==> src/rtl/xbar_rr_sched_pkg.sv <==
// Shared constants, width helper and per-output arbiter state encoding for
// the crossbar round-robin scheduler.
package xbar_sched_pkg;

    function automatic int clog2(input int value);
        int r;
        r = 0;
        for (int p = 1; p < value; p = p * 2) begin
            r++;
        end
        return (r < 1) ? 1 : r;
    endfunction

    localparam int DEFAULT_NUM_IN       = 4;
    localparam int DEFAULT_NUM_OUT      = 8;
    localparam int DEFAULT_IN_W         = clog2(DEFAULT_NUM_IN);
    localparam int DEFAULT_OUT_W        = clog2(DEFAULT_NUM_OUT);
    localparam int DEFAULT_LOCK_TIMEOUT = 256;

    typedef enum logic {
        ST_IDLE   = 1'b0,
        ST_LOCKED = 1'b1
    } arb_state_e;

endpackage

==> src/rtl/xbar_rr_sched_if.sv <==
// Request/grant/select bundle between the input FIFOs, the scheduler and the
// crossbar output stage. The master side drives the requests.
interface xbar_rr_sched_if
    import xbar_sched_pkg::*;
#(
    parameter int NUM_IN  = DEFAULT_NUM_IN,
    parameter int NUM_OUT = DEFAULT_NUM_OUT,
    parameter int IN_W    = clog2(NUM_IN),
    parameter int OUT_W   = clog2(NUM_OUT)
);
    logic [NUM_IN-1:0]         req_valid;
    logic [NUM_IN*OUT_W-1:0]   req_dst;
    logic [NUM_IN-1:0]         req_eop;
    logic [NUM_OUT-1:0]        out_ready;
    logic [NUM_IN-1:0]         grant;
    logic [NUM_OUT-1:0]        sel_valid;
    logic [NUM_OUT*IN_W-1:0]   sel_src;
    logic                      err_bad_dst;
    logic                      err_timeout;

    modport master (
        output req_valid, req_dst, req_eop, out_ready,
        input  grant, sel_valid, sel_src, err_bad_dst, err_timeout
    );

    modport slave (
        input  req_valid, req_dst, req_eop, out_ready,
        output grant, sel_valid, sel_src, err_bad_dst, err_timeout
    );
endinterface

==> src/rtl/xbar_rr_sched_out_arb.sv <==
// One output's packet-locking round-robin arbiter (module xbar_out_arb).
// Optional lock watchdog enabled by XBAR_SCHED_LOCK_TIMEOUT_EN.
module xbar_out_arb
    import xbar_sched_pkg::*;
#(
    parameter int NUM_IN = DEFAULT_NUM_IN,
    parameter int IN_W   = clog2(NUM_IN)
`ifdef XBAR_SCHED_LOCK_TIMEOUT_EN
    , parameter int LOCK_TIMEOUT = DEFAULT_LOCK_TIMEOUT
`endif
) (
    input  logic              clk,
    input  logic              rst,
    input  logic [NUM_IN-1:0] cand,
    input  logic [NUM_IN-1:0] eop,
    input  logic              ready,
    output logic [NUM_IN-1:0] gnt,
    output logic [IN_W-1:0]   src,
    output logic              timeout
);
    arb_state_e      state_q, state_d;
    logic [IN_W-1:0] rr_ptr_q, rr_ptr_d;
    logic [IN_W-1:0] owner_q, owner_d;
    logic [IN_W-1:0] win;
    logic            found;

    function automatic logic [IN_W-1:0] wrap_add(input logic [IN_W-1:0] base, input int k);
        return IN_W'((int'(base) + k) % NUM_IN);
    endfunction

    // First candidate at or after the pointer, cyclically.
    always_comb begin
        found = 1'b0;
        win   = rr_ptr_q;
        for (int k = 0; k < NUM_IN; k++) begin
            if (!found && cand[wrap_add(rr_ptr_q, k)]) begin
                found = 1'b1;
                win   = wrap_add(rr_ptr_q, k);
            end
        end
    end

`ifdef XBAR_SCHED_LOCK_TIMEOUT_EN
    localparam int WD_W = clog2(LOCK_TIMEOUT);
    logic [WD_W-1:0] wd_q, wd_d;
    logic            wd_fire;

    assign wd_fire = (wd_q == WD_W'(LOCK_TIMEOUT - 1));
`endif

    always_comb begin
        state_d  = state_q;
        rr_ptr_d = rr_ptr_q;
        owner_d  = owner_q;
        gnt      = '0;
        src      = owner_q;
        timeout  = 1'b0;
        case (state_q)
            ST_IDLE: begin
                src = win;
                if (ready && found) begin
                    gnt[win] = 1'b1;
                    if (eop[win]) begin
                        rr_ptr_d = wrap_add(win, 1);
                    end else begin
                        state_d = ST_LOCKED;
                        owner_d = win;
                    end
                end
            end
            ST_LOCKED: begin
                if (ready && cand[owner_q]) begin
                    gnt[owner_q] = 1'b1;
                    if (eop[owner_q]) begin
                        state_d  = ST_IDLE;
                        rr_ptr_d = wrap_add(owner_q, 1);
                    end
                end
`ifdef XBAR_SCHED_LOCK_TIMEOUT_EN
                else if (wd_fire) begin
                    state_d  = ST_IDLE;
                    rr_ptr_d = wrap_add(owner_q, 1);
                    timeout  = 1'b1;
                end
`endif
            end
            default: state_d = ST_IDLE;
        endcase
    end

`ifdef XBAR_SCHED_LOCK_TIMEOUT_EN
    // Counts stalled cycles of a lock that stays locked; any owner grant or exit clears it.
    always_comb begin
        wd_d = '0;
        if (state_q == ST_LOCKED && state_d == ST_LOCKED && !(|gnt)) begin
            wd_d = wd_q + WD_W'(1);
        end
    end

    always_ff @(posedge clk) begin
        if (rst) begin
            wd_q <= '0;
        end else begin
            wd_q <= wd_d;
        end
    end
`endif

    always_ff @(posedge clk) begin
        if (rst) begin
            state_q  <= ST_IDLE;
            rr_ptr_q <= '0;
            owner_q  <= '0;
        end else begin
            state_q  <= state_d;
            rr_ptr_q <= rr_ptr_d;
            owner_q  <= owner_d;
        end
    end

endmodule

==> src/rtl/xbar_rr_sched.sv <==
// Packet-aware round-robin scheduler for the 4x8 crossbar: combinational pops,
// registered output selects. Lock watchdog enabled by XBAR_SCHED_LOCK_TIMEOUT_EN.
module xbar_rr_sched
    import xbar_sched_pkg::*;
#(
    parameter int NUM_IN  = DEFAULT_NUM_IN,
    parameter int NUM_OUT = DEFAULT_NUM_OUT
`ifdef XBAR_SCHED_LOCK_TIMEOUT_EN
    , parameter int LOCK_TIMEOUT = DEFAULT_LOCK_TIMEOUT
`endif
) (
    input  logic           clk,
    input  logic           rst,
    xbar_rr_sched_if.slave bus
);
    localparam int IN_W  = clog2(NUM_IN);
    localparam int OUT_W = clog2(NUM_OUT);

    logic [NUM_OUT-1:0][NUM_IN-1:0] cand;
    logic [NUM_OUT-1:0][NUM_IN-1:0] arb_gnt;
    logic [NUM_OUT-1:0][IN_W-1:0]   arb_src;
    logic [NUM_OUT-1:0]             arb_timeout;
    logic [NUM_IN-1:0]              bad_dst;
    logic [NUM_IN-1:0]              grant_c;

    logic [NUM_OUT-1:0]             sel_valid_q, sel_valid_d;
    logic [NUM_OUT-1:0][IN_W-1:0]   sel_src_q, sel_src_d;
    logic                           err_bad_dst_q, err_bad_dst_d;
    logic                           err_timeout_q, err_timeout_d;

    always_comb begin
        cand = '0;
        for (int o = 0; o < NUM_OUT; o++) begin
            for (int i = 0; i < NUM_IN; i++) begin
                cand[o][i] = bus.req_valid[i] &&
                             (bus.req_dst[i*OUT_W +: OUT_W] == OUT_W'(o));
            end
        end
    end

    for (genvar o = 0; o < NUM_OUT; o++) begin : g_out
        xbar_out_arb #(
            .NUM_IN       (NUM_IN),
            .IN_W         (IN_W)
`ifdef XBAR_SCHED_LOCK_TIMEOUT_EN
            , .LOCK_TIMEOUT (LOCK_TIMEOUT)
`endif
        ) u_arb (
            .clk     (clk),
            .rst     (rst),
            .cand    (cand[o]),
            .eop     (bus.req_eop),
            .ready   (bus.out_ready[o]),
            .gnt     (arb_gnt[o]),
            .src     (arb_src[o]),
            .timeout (arb_timeout[o])
        );
    end

    // Beats addressed past the last port are popped so they drain rather than block.
    always_comb begin
        bad_dst = '0;
        grant_c = '0;
        for (int i = 0; i < NUM_IN; i++) begin
            bad_dst[i] = bus.req_valid[i] &&
                         ({1'b0, bus.req_dst[i*OUT_W +: OUT_W]} >= (OUT_W+1)'(NUM_OUT));
        end
        for (int o = 0; o < NUM_OUT; o++) begin
            grant_c = grant_c | arb_gnt[o];
        end
        grant_c = grant_c | bad_dst;
    end

    assign bus.grant = rst ? '0 : grant_c;

    always_comb begin
        sel_valid_d = '0;
        sel_src_d   = sel_src_q;
        for (int o = 0; o < NUM_OUT; o++) begin
            if (|arb_gnt[o]) begin
                sel_valid_d[o] = 1'b1;
                sel_src_d[o]   = arb_src[o];
            end
        end
        err_bad_dst_d = err_bad_dst_q | (|bad_dst);
        err_timeout_d = err_timeout_q | (|arb_timeout);
    end

    always_ff @(posedge clk) begin
        if (rst) begin
            sel_valid_q   <= '0;
            sel_src_q     <= '0;
            err_bad_dst_q <= 1'b0;
            err_timeout_q <= 1'b0;
        end else begin
            sel_valid_q   <= sel_valid_d;
            sel_src_q     <= sel_src_d;
            err_bad_dst_q <= err_bad_dst_d;
            err_timeout_q <= err_timeout_d;
        end
    end

    assign bus.sel_valid   = sel_valid_q;
    assign bus.sel_src     = sel_src_q;
    assign bus.err_bad_dst = err_bad_dst_q;
    assign bus.err_timeout = err_timeout_q;

endmodule
==> src/flat_wrapper.sv <==
// flat-port wrapper written by rule: the top's interface ports become plain ports
module xbar_rr_sched_flat import xbar_sched_pkg::*;
#(
    parameter int NUM_IN  = DEFAULT_NUM_IN,
    parameter int NUM_OUT = DEFAULT_NUM_OUT

)
  (clk, rst, bus_req_valid, bus_req_dst, bus_req_eop, bus_out_ready, bus_grant, bus_sel_valid, bus_sel_src, bus_err_bad_dst, bus_err_timeout);
  xbar_rr_sched_if #(.NUM_IN(NUM_IN), .NUM_OUT(NUM_OUT)) bus_i ();
  input  logic clk;
  input  logic rst;
  input wire logic [$bits(bus_i.req_valid)-1:0] bus_req_valid;
  input wire logic [$bits(bus_i.req_dst)-1:0] bus_req_dst;
  input wire logic [$bits(bus_i.req_eop)-1:0] bus_req_eop;
  input wire logic [$bits(bus_i.out_ready)-1:0] bus_out_ready;
  output wire logic [$bits(bus_i.grant)-1:0] bus_grant;
  output wire logic [$bits(bus_i.sel_valid)-1:0] bus_sel_valid;
  output wire logic [$bits(bus_i.sel_src)-1:0] bus_sel_src;
  output wire logic [$bits(bus_i.err_bad_dst)-1:0] bus_err_bad_dst;
  output wire logic [$bits(bus_i.err_timeout)-1:0] bus_err_timeout;
  assign bus_i.req_valid = bus_req_valid;
  assign bus_i.req_dst = bus_req_dst;
  assign bus_i.req_eop = bus_req_eop;
  assign bus_i.out_ready = bus_out_ready;
  assign bus_grant = bus_i.grant;
  assign bus_sel_valid = bus_i.sel_valid;
  assign bus_sel_src = bus_i.sel_src;
  assign bus_err_bad_dst = bus_i.err_bad_dst;
  assign bus_err_timeout = bus_i.err_timeout;
  xbar_rr_sched #(.NUM_IN(NUM_IN), .NUM_OUT(NUM_OUT)) u_core (.clk(clk), .rst(rst), .bus(bus_i));
endmodule
==> config.mk <==
export PLATFORM = sky130hd
export DESIGN_NAME = xbar_rr_sched_flat
export DESIGN_NICKNAME = d
export VERILOG_FILES = /design/src/rtl/xbar_rr_sched_pkg.sv /design/src/rtl/xbar_rr_sched_if.sv /design/src/rtl/xbar_rr_sched_out_arb.sv /design/src/rtl/xbar_rr_sched.sv /design/src/flat_wrapper.sv
export SDC_FILE = /design/constraint.sdc
export NUM_CORES = 1
export LEC_CHECK = 0
export ABC_AREA = 1
export CORE_MARGIN = 5
export CORE_UTILIZATION = 40
export CTS_CLUSTER_SIZE = 28
export DETAILED_ROUTE_END_ITERATION = 10
export GPL_ROUTABILITY_DRIVEN = 0
export SYNTH_ARGS = -nofsm -noshare
export SYNTH_HDL_FRONTEND = slang
export SYNTH_SLANG_ARGS = --single-unit
export TNS_END_PERCENT = 5
==> constraint.sdc <==
create_clock -name clk -period 2.65 [get_ports clk]
set_clock_uncertainty 0.15 [all_clocks]
set_input_delay 0.53 -clock clk [delete_from_list [all_inputs] [get_ports clk]]
set_output_delay 0.53 -clock clk [all_outputs]
set_load 0.05 [all_outputs]
# After elaboration in Yosys (flattened, before gate mapping)
# Cells that the tools add are included.
dict set report totals {
  ff_bits 64
  word_cells 681
  inputBits 30
  out_inout_bits 30
}
dict set report op_classes {
  muxes 321
  n_eq_ne 60
  magnitude_cmp 64
  n_reduce_logical 140
  n_addsub 40
  bitwise 23
}
# cell count
set ops {}
lappend ops {{2-bit by 3-bit less-than comparator with 1-bit output (second input constant)} 48}
lappend ops {{1-bit 2-to-1 mux} 144}
lappend ops {{2-bit 2-to-1 mux} 64}
lappend ops {{1-bit binary-select mux with 2-bit select} 56}
lappend ops {{1-bit logical AND} 88}
lappend ops {{4-bit 2-to-1 mux} 17}
lappend ops {{4-bit one-hot mux with 2 select lines} 8}
lappend ops {{2-bit by 1-bit adder with 2-bit output (second input constant)} 24}
lappend ops {{3-bit == test (second input constant)} 16}
lappend ops {{2-bit adder (second input constant)} 16}
lappend ops {{1-bit demux with 2-bit select} 16}
lappend ops {{2-bit by 1-bit >= comparator with 1-bit output (second input constant)} 16}
lappend ops {{2-bit by 1-bit inequality test with 1-bit output (second input constant)} 16}
lappend ops {{2-bit inequality test (second input constant)} 16}
lappend ops {{2-bit one-hot mux with 2 select lines} 8}
lappend ops {{4-bit AND reduction} 8}
lappend ops {{4-bit OR reduction} 8}
lappend ops {{4-bit bitwise OR} 7}
lappend ops {{3-bit by 2-bit == test with 1-bit output (second input constant)} 8}
lappend ops {{1-bit zero test} 24}
lappend ops {{3-bit AND reduction} 8}
lappend ops {{1-bit inverter} 16}
lappend ops {{1-bit one-hot mux with 2 select lines} 8}
lappend ops {{3-bit by 1-bit == test with 1-bit output (second input constant)} 4}
lappend ops {{3-bit zero test} 4}

# Logic depth before layout (Yosys ltp)
dict set report logic_depth {
  ltp_word 28
  mapped_depth 20
  ltp_nobuf 20
}

# Cells and area by module
# From an unflattened synthesis, not the netlist that was laid out.
dict set report hier_totals {
  hier_cells 1353
  hier_area_um2 8157.8
}
# mod n_inst cells_per_inst area_per_inst_um2 seq_area_each_um2
set modules_own_cells {}
lappend modules_own_cells {{xbar_out_arb (u_core.g_out[0].u_arb ...)} 7 138 832.0 100.1}
lappend modules_own_cells {xbar_rr_sched 1 227 1382.6 500.5}
lappend modules_own_cells {{xbar_out_arb (u_core.g_out[7].u_arb)} 1 160 950.9 100.1}

# Worst setup path after synthesis
# No wires, ideal clock.
dict set report synth_timing {
  kind {input-to-output}
  start {input bus_req_dst[8]}
  end {output bus_grant[1]}
  t_required_ps 1970
  slack_ps -562
  path_stages 17
  path_buffers 0
  arrival_ps 2532
  path_cell_list {inv_1 nand2_1 nor2_1 nand2_1 nand2_1 nand2_1 nand2_2 inv_1 nor3_4 nand2_1 nand2_4 nand3_1 nand2_2 nor2_1 nand2_1 nor2_1 nor2_1}
}
dict set report synth_via {
  elab_chain_len 28
  word_cells_on_any_way 288
  classes_between {order compare: 16; eq/ne: 7; mux: 177; bitwise: 7; reduce/logical: 81}
}
# element line
set synth_lines {}
lappend synth_lines {{start: declaration} flat_wrapper.sv:13} ;# input wire logic [$bits(bus_i.req_dst)-1:0] bus_req_dst;
lappend synth_lines {{3-bit by 1-bit == test with 1-bit output or 3-bit zero test (tied branches)} xbar_rr_sched.sv:36} ;# (bus.req_dst[i*OUT_W +: OUT_W] == OUT_W'(o));
lappend synth_lines {{1-bit logical AND} xbar_rr_sched.sv:35} ;# cand[o][i] = bus.req_valid[i] &&
lappend synth_lines {{1-bit binary-select mux with 2-bit select} xbar_rr_sched_out_arb.sv:36} ;# if (!found && cand[wrap_add(rr_ptr_q, k)]) begin
lappend synth_lines {{1-bit 2-to-1 mux (implied by the code)} xbar_rr_sched_out_arb.sv:36}
lappend synth_lines {{1-bit 2-to-1 mux} xbar_rr_sched_out_arb.sv:36}
lappend synth_lines {{1-bit zero test} xbar_rr_sched_out_arb.sv:36}
lappend synth_lines {{1-bit logical AND} xbar_rr_sched_out_arb.sv:36}
lappend synth_lines {{1-bit 2-to-1 mux} xbar_rr_sched_out_arb.sv:36}
lappend synth_lines {{[7 not listed]} -}
lappend synth_lines {{1-bit logical AND (implied by the code)} xbar_rr_sched_out_arb.sv:62} ;# gnt[win] = 1'b1;
lappend synth_lines {{1-bit 2-to-1 mux (implied by the code)} xbar_rr_sched_out_arb.sv:62}
lappend synth_lines {{1-bit demux with 2-bit select} xbar_rr_sched_out_arb.sv:62}
lappend synth_lines {{4-bit 2-to-1 mux} xbar_rr_sched_out_arb.sv:61} ;# if (ready && found) begin
lappend synth_lines {{4-bit one-hot mux with 2 select lines} xbar_rr_sched_out_arb.sv:58} ;# case (state_q)
lappend synth_lines {{4-bit bitwise OR (6 in series)} xbar_rr_sched.sv:69} ;# grant_c = grant_c | arb_gnt[o];
lappend synth_lines {{4-bit bitwise OR (*)} xbar_rr_sched.sv:69}
lappend synth_lines {{4-bit 2-to-1 mux (*)} xbar_rr_sched.sv:74} ;# assign bus.grant = rst ? '0 : grant_c;
lappend synth_lines {{end: declaration} flat_wrapper.sv:16} ;# output wire logic [$bits(bus_i.grant)-1:0] bus_grant;
# Mark *: on every way between the ends. The rest lies on a longest branch, timed or not. The select of a mux whose other input is x is not followed.

# Worst setup path after layout
dict set report layout_timing {
  start {register u_core.g_out[7].u_arb.rr_ptr_q[0]}
  end {output bus_grant[0]}
}
dict set report layout_via {
  elab_chain_len 20
  word_cells_on_any_way 34
  classes_between {add/sub: 3; order compare: 2; mux: 20; bitwise: 1; reduce/logical: 8}
}
# element line
set layout_lines {}
lappend layout_lines {{start: declaration} xbar_rr_sched_out_arb.sv:22} ;# logic [IN_W-1:0] rr_ptr_q, rr_ptr_d;
lappend layout_lines {{start signal: assignment} xbar_rr_sched_out_arb.sv:116} ;# rr_ptr_q <= rr_ptr_d;
lappend layout_lines {{parallel branches: the longest is 16 deep, another holds 2-bit by 3-bit less-than comparator with 1-bit output} -}
lappend layout_lines {{4-bit 2-to-1 mux (*)} xbar_rr_sched_out_arb.sv:61}
lappend layout_lines {{4-bit one-hot mux with 2 select lines (*)} xbar_rr_sched_out_arb.sv:58}
lappend layout_lines {{4-bit bitwise OR (*)} xbar_rr_sched.sv:69}
lappend layout_lines {{4-bit 2-to-1 mux (*)} xbar_rr_sched.sv:74}
# Mark *: on every way between the ends. The select of a mux whose other input is x is not followed.

==> out/metrics.cfg <==
[worst_setup_path]
critPathMaxFanout = 6
cpPeakStageDelay_ps = 330
required_ps = 1970
cp_slowest_cell = dfxtp_2
r2r-end = u_core.g_out[3].u_arb.owner_q[1]$_SDFFE_PP0P_
r2r_start = u_core.g_out[3].u_arb.rr_ptr_q[0]$_SDFFE_PP0P_
crit_type = flop to primary output
crit_chain = buf_12, xnor2_4, nand3_1, nand2_2, nand2_2, nor2_4, nand3_2, buf_4, a21oi_2, nand3_1, nand2_2, nor2_1, nand2_2, nor2_4, nor2_4, buf_12
reg2regPathDepth = 20
rrSetupSlack_ps = -50
start_kind = flop
cp.arrival_ps = 2690
end_kind = primary output
cp_common_cell = nand2_2

[timing]
maxSlewViolCount = 0
rsz0062_at_grt = yes
finalSetupViolations = 9
post-route-min-period_ps = 3370
hold_ws_ps = 312
fin_tns_setup_ps = -3310
hold_violations = 0
fmax_mhz = 296
maxSlewHeadroom = 0.660
fin_ws_ps = -725
worst_pin_slew_ps = 508
post-route-period-util = 1.27

[yosys]
yosysTopAreaCellShare = 0.234
syn_area_sq_mm = 0.00719
synth_warnings = 0
seq_area_frac_synth = 0.178
yosysTopAreaCell = nand2_1
synth_area_per_cell_sq_um = 5.37
synth_common_cells = nand2_1, nand3_1, nor2_1
synth_seq_cells = 64
synthCells = 1339
yosys_most_used_dff = dfxtp_1
yosysMostFrequentCell = nand2_1
ys_top_cells_by_area = nand2_1, dfxtp_1, nand3_1
synth-async-reset-ratio = 0
synth_cell_type_count = 48
synth_edf_count = 0

[route]
vias_per_cell = 5.09
wire_per_inst_microns = 14.4
wl_mm = 27.1
drtAntennaViolNets = 0
remaining_drc_errors = 0
firstDrtPassIters = 5
vias = 9620
drt_iter0_drc = 695

[clocking]
clk-insertion-delay-late_ps = 350
cts_htree_levels = 3
cts-root-buf = clkbuf_16
ctsHoldBuffers = 0
clk_pin_slew_ps = 60
ctsLongestPathBuffers = 2
cts_tree = yes
clock-sinks = 64
cts-buffers-inserted = 9

[global_routing]
grt_max_degree = 22
top_usage_layer = met2
use_met1 = 0.326
first_global_vias = 8738
met2_usage = 0.435
antenna_found_initial = 0
grt_usage = 0.252
gr-total-overflow = 0
grt_pass1_wl_mm = 42.2
grt_use_met3 = 0.0403

[power_and_ir_drop]
power.leakage_nw = 5.95
power_mw = 11.6
power.density_mw_per_mm2 = 978
ir_drop_mv = 0.830

[floorplanning]
die_area_sq_mm = 0.0208
start_util = 0.403
die_x_microns = 144
core_sq_mm = 0.0178
die_h_microns = 144
rows = 49
ioPinCount = 60

[hold_path]
min_from = u_core.bus.sel_src[3]$_SDFFE_PP0P_
holdPathStages = 2
holdCritPathClass = flop to flop
whs_endpoint = u_core.bus.sel_src[3]$_SDFFE_PP0P_

[cells_and_area]
post-route-util = 0.665
final_area_sq_mm = 0.0119
fillerInstances = 1553
diodes = 0
layout.nets = 1685
syn2layout_area_growth_pct = 65.1
drive_gt1_frac = 0.430

[outcome]
violations = setup timing
status = finished, violations left

[placed_design]
hpwl_mm = 20.3
io_buffers = 57
placed_cell_area_sq_mm = 0.0102

[job]
drv_cap = 0

[metal layers]
layer | share of wire | up-vias
met3 | 0.056 | 61
met2 | 0.48 | 294
met1 | 0.43 | 4332
li1 | - | 4933
met4 | 0.027 | 0
met5 | 0 | -
[placed cells by master (no fill, tap or decap), types with 8 or more instances in the layout]
master | netlist | layout
nor3_1 | 31 | 30
nand3_1 | 189 | 144
dfxtp_1 | 64 | 54
buf_4 | 13 | 272
nand2_2 | 44 | 145
nand2_8 | 0 | 8
nor2_2 | 25 | 38
dfxtp_2 | 0 | 9
buf_6 | 1 | 16
inv_2 | 12 | 13
nand3_4 | 0 | 8
a21oi_1 | 33 | 31
o21ai_1 | 16 | 16
nor2_4 | 3 | 46
o21ai_0 | 40 | 34
nand2_4 | 2 | 30
nor2_1 | 165 | 109
buf_12 | 0 | 9
nand3_2 | 13 | 50
nand2_1 | 449 | 312
clkdlybuf4s50_1 | 0 | 36
clkbuf_16 | 0 | 9
nand4_1 | 18 | 18
inv_1 | 141 | 128
[flip-flops by register name, indices dropped and copies added (netlist names)]
register	cells
u_core.g_out.u_arb.rr_ptr_q	16
u_core.g_out.u_arb.state_q	8
u_core.g_out.u_arb.owner_q	16
u_core.bus.sel_valid	8
u_core.bus.sel_src	16
[how the worst max path moves through the flow]
stage / startpoint / end / slack [ps] / cells past startpoint
floorplan: bus_req_dst[8] / bus_grant[0] / -90 / 18
global placement: bus_req_dst[9] / bus_grant[2] / -1510 / 20
detailed placement: bus_req_dst[11] / bus_grant[2] / -1530 / 20
CTS: bus_req_dst[8] / bus_grant[2] / -650 / 22
global route: u_core.g_out[7].u_arb.rr_ptr_q[0]$_SDFFE_PP0P_ / bus_grant[0] / -830 / 16
finish: u_core.g_out[7].u_arb.rr_ptr_q[0]$_SDFFE_PP0P_ / bus_grant[0] / -720 / 16
[report_power, final]
part | leakage (nW) | total, mW | internal (mW) | switching [mW]
registers | 0.528 | 1.68 | 1.30 | 0.384
logic | 5.27 | 8.59 | 3.63 | 4.95
clock network | 0.158 | 1.34 | 0.844 | 0.495
total | 5.95 | 11.6 | 5.77 | 5.83
[per-stage QoR]
step / setup slack (ps) / std cells
global route: -830 / 1889
global placement: -1510 / 1835
detailed placement: -1530 / 1835
CTS: -646 / 1868
floorplan: -87.0 / 1340
finish: -725 / 1889
[layout make-up]
type	count	area, sq um	share of cell area
Multi-Input combinational cell	1081	6460	0.544
Inverter	155	638	0.0538
Clock buffer	10	239	0.0201
Clock inverter	6	82.6	0.00696
Tap cell	229	287	0.0241
Timing Repair Buffer	344	2870	0.242
Sequential cell	64	1300	0.109
[worst max-delay path, delay by kind of cell, from the launching register on]
| kind | cells | cell delay [ps] |
|---|---|---|
| AND/OR/NAND/NOR | 11 | 1240 |
| buffers and inverters | 3 | 450 |
| XOR/XNOR | 1 | 180 |
| flip-flops | 1 | 330 |
| AO/OA/AOI/OAI | 1 | 130 |
[what timing repair did]
action                     CTS  global route
gates resized for setup    206           191
buffers inserted            18            22
pin swaps                   85           130
setup endpoints to repair   68            42
[logic make-up after synthesis]
logic type	count (synthesis)	synth area share
AOI/OAI and AO/OA	117	0.0922
buffers and inverters	195	0.115
xor gates and xnor gates	10	0.0205
and+or+nand+nor	952	0.593
DFF	64	0.178
other	1	0.000522
(Power assumes the default switching activity.)
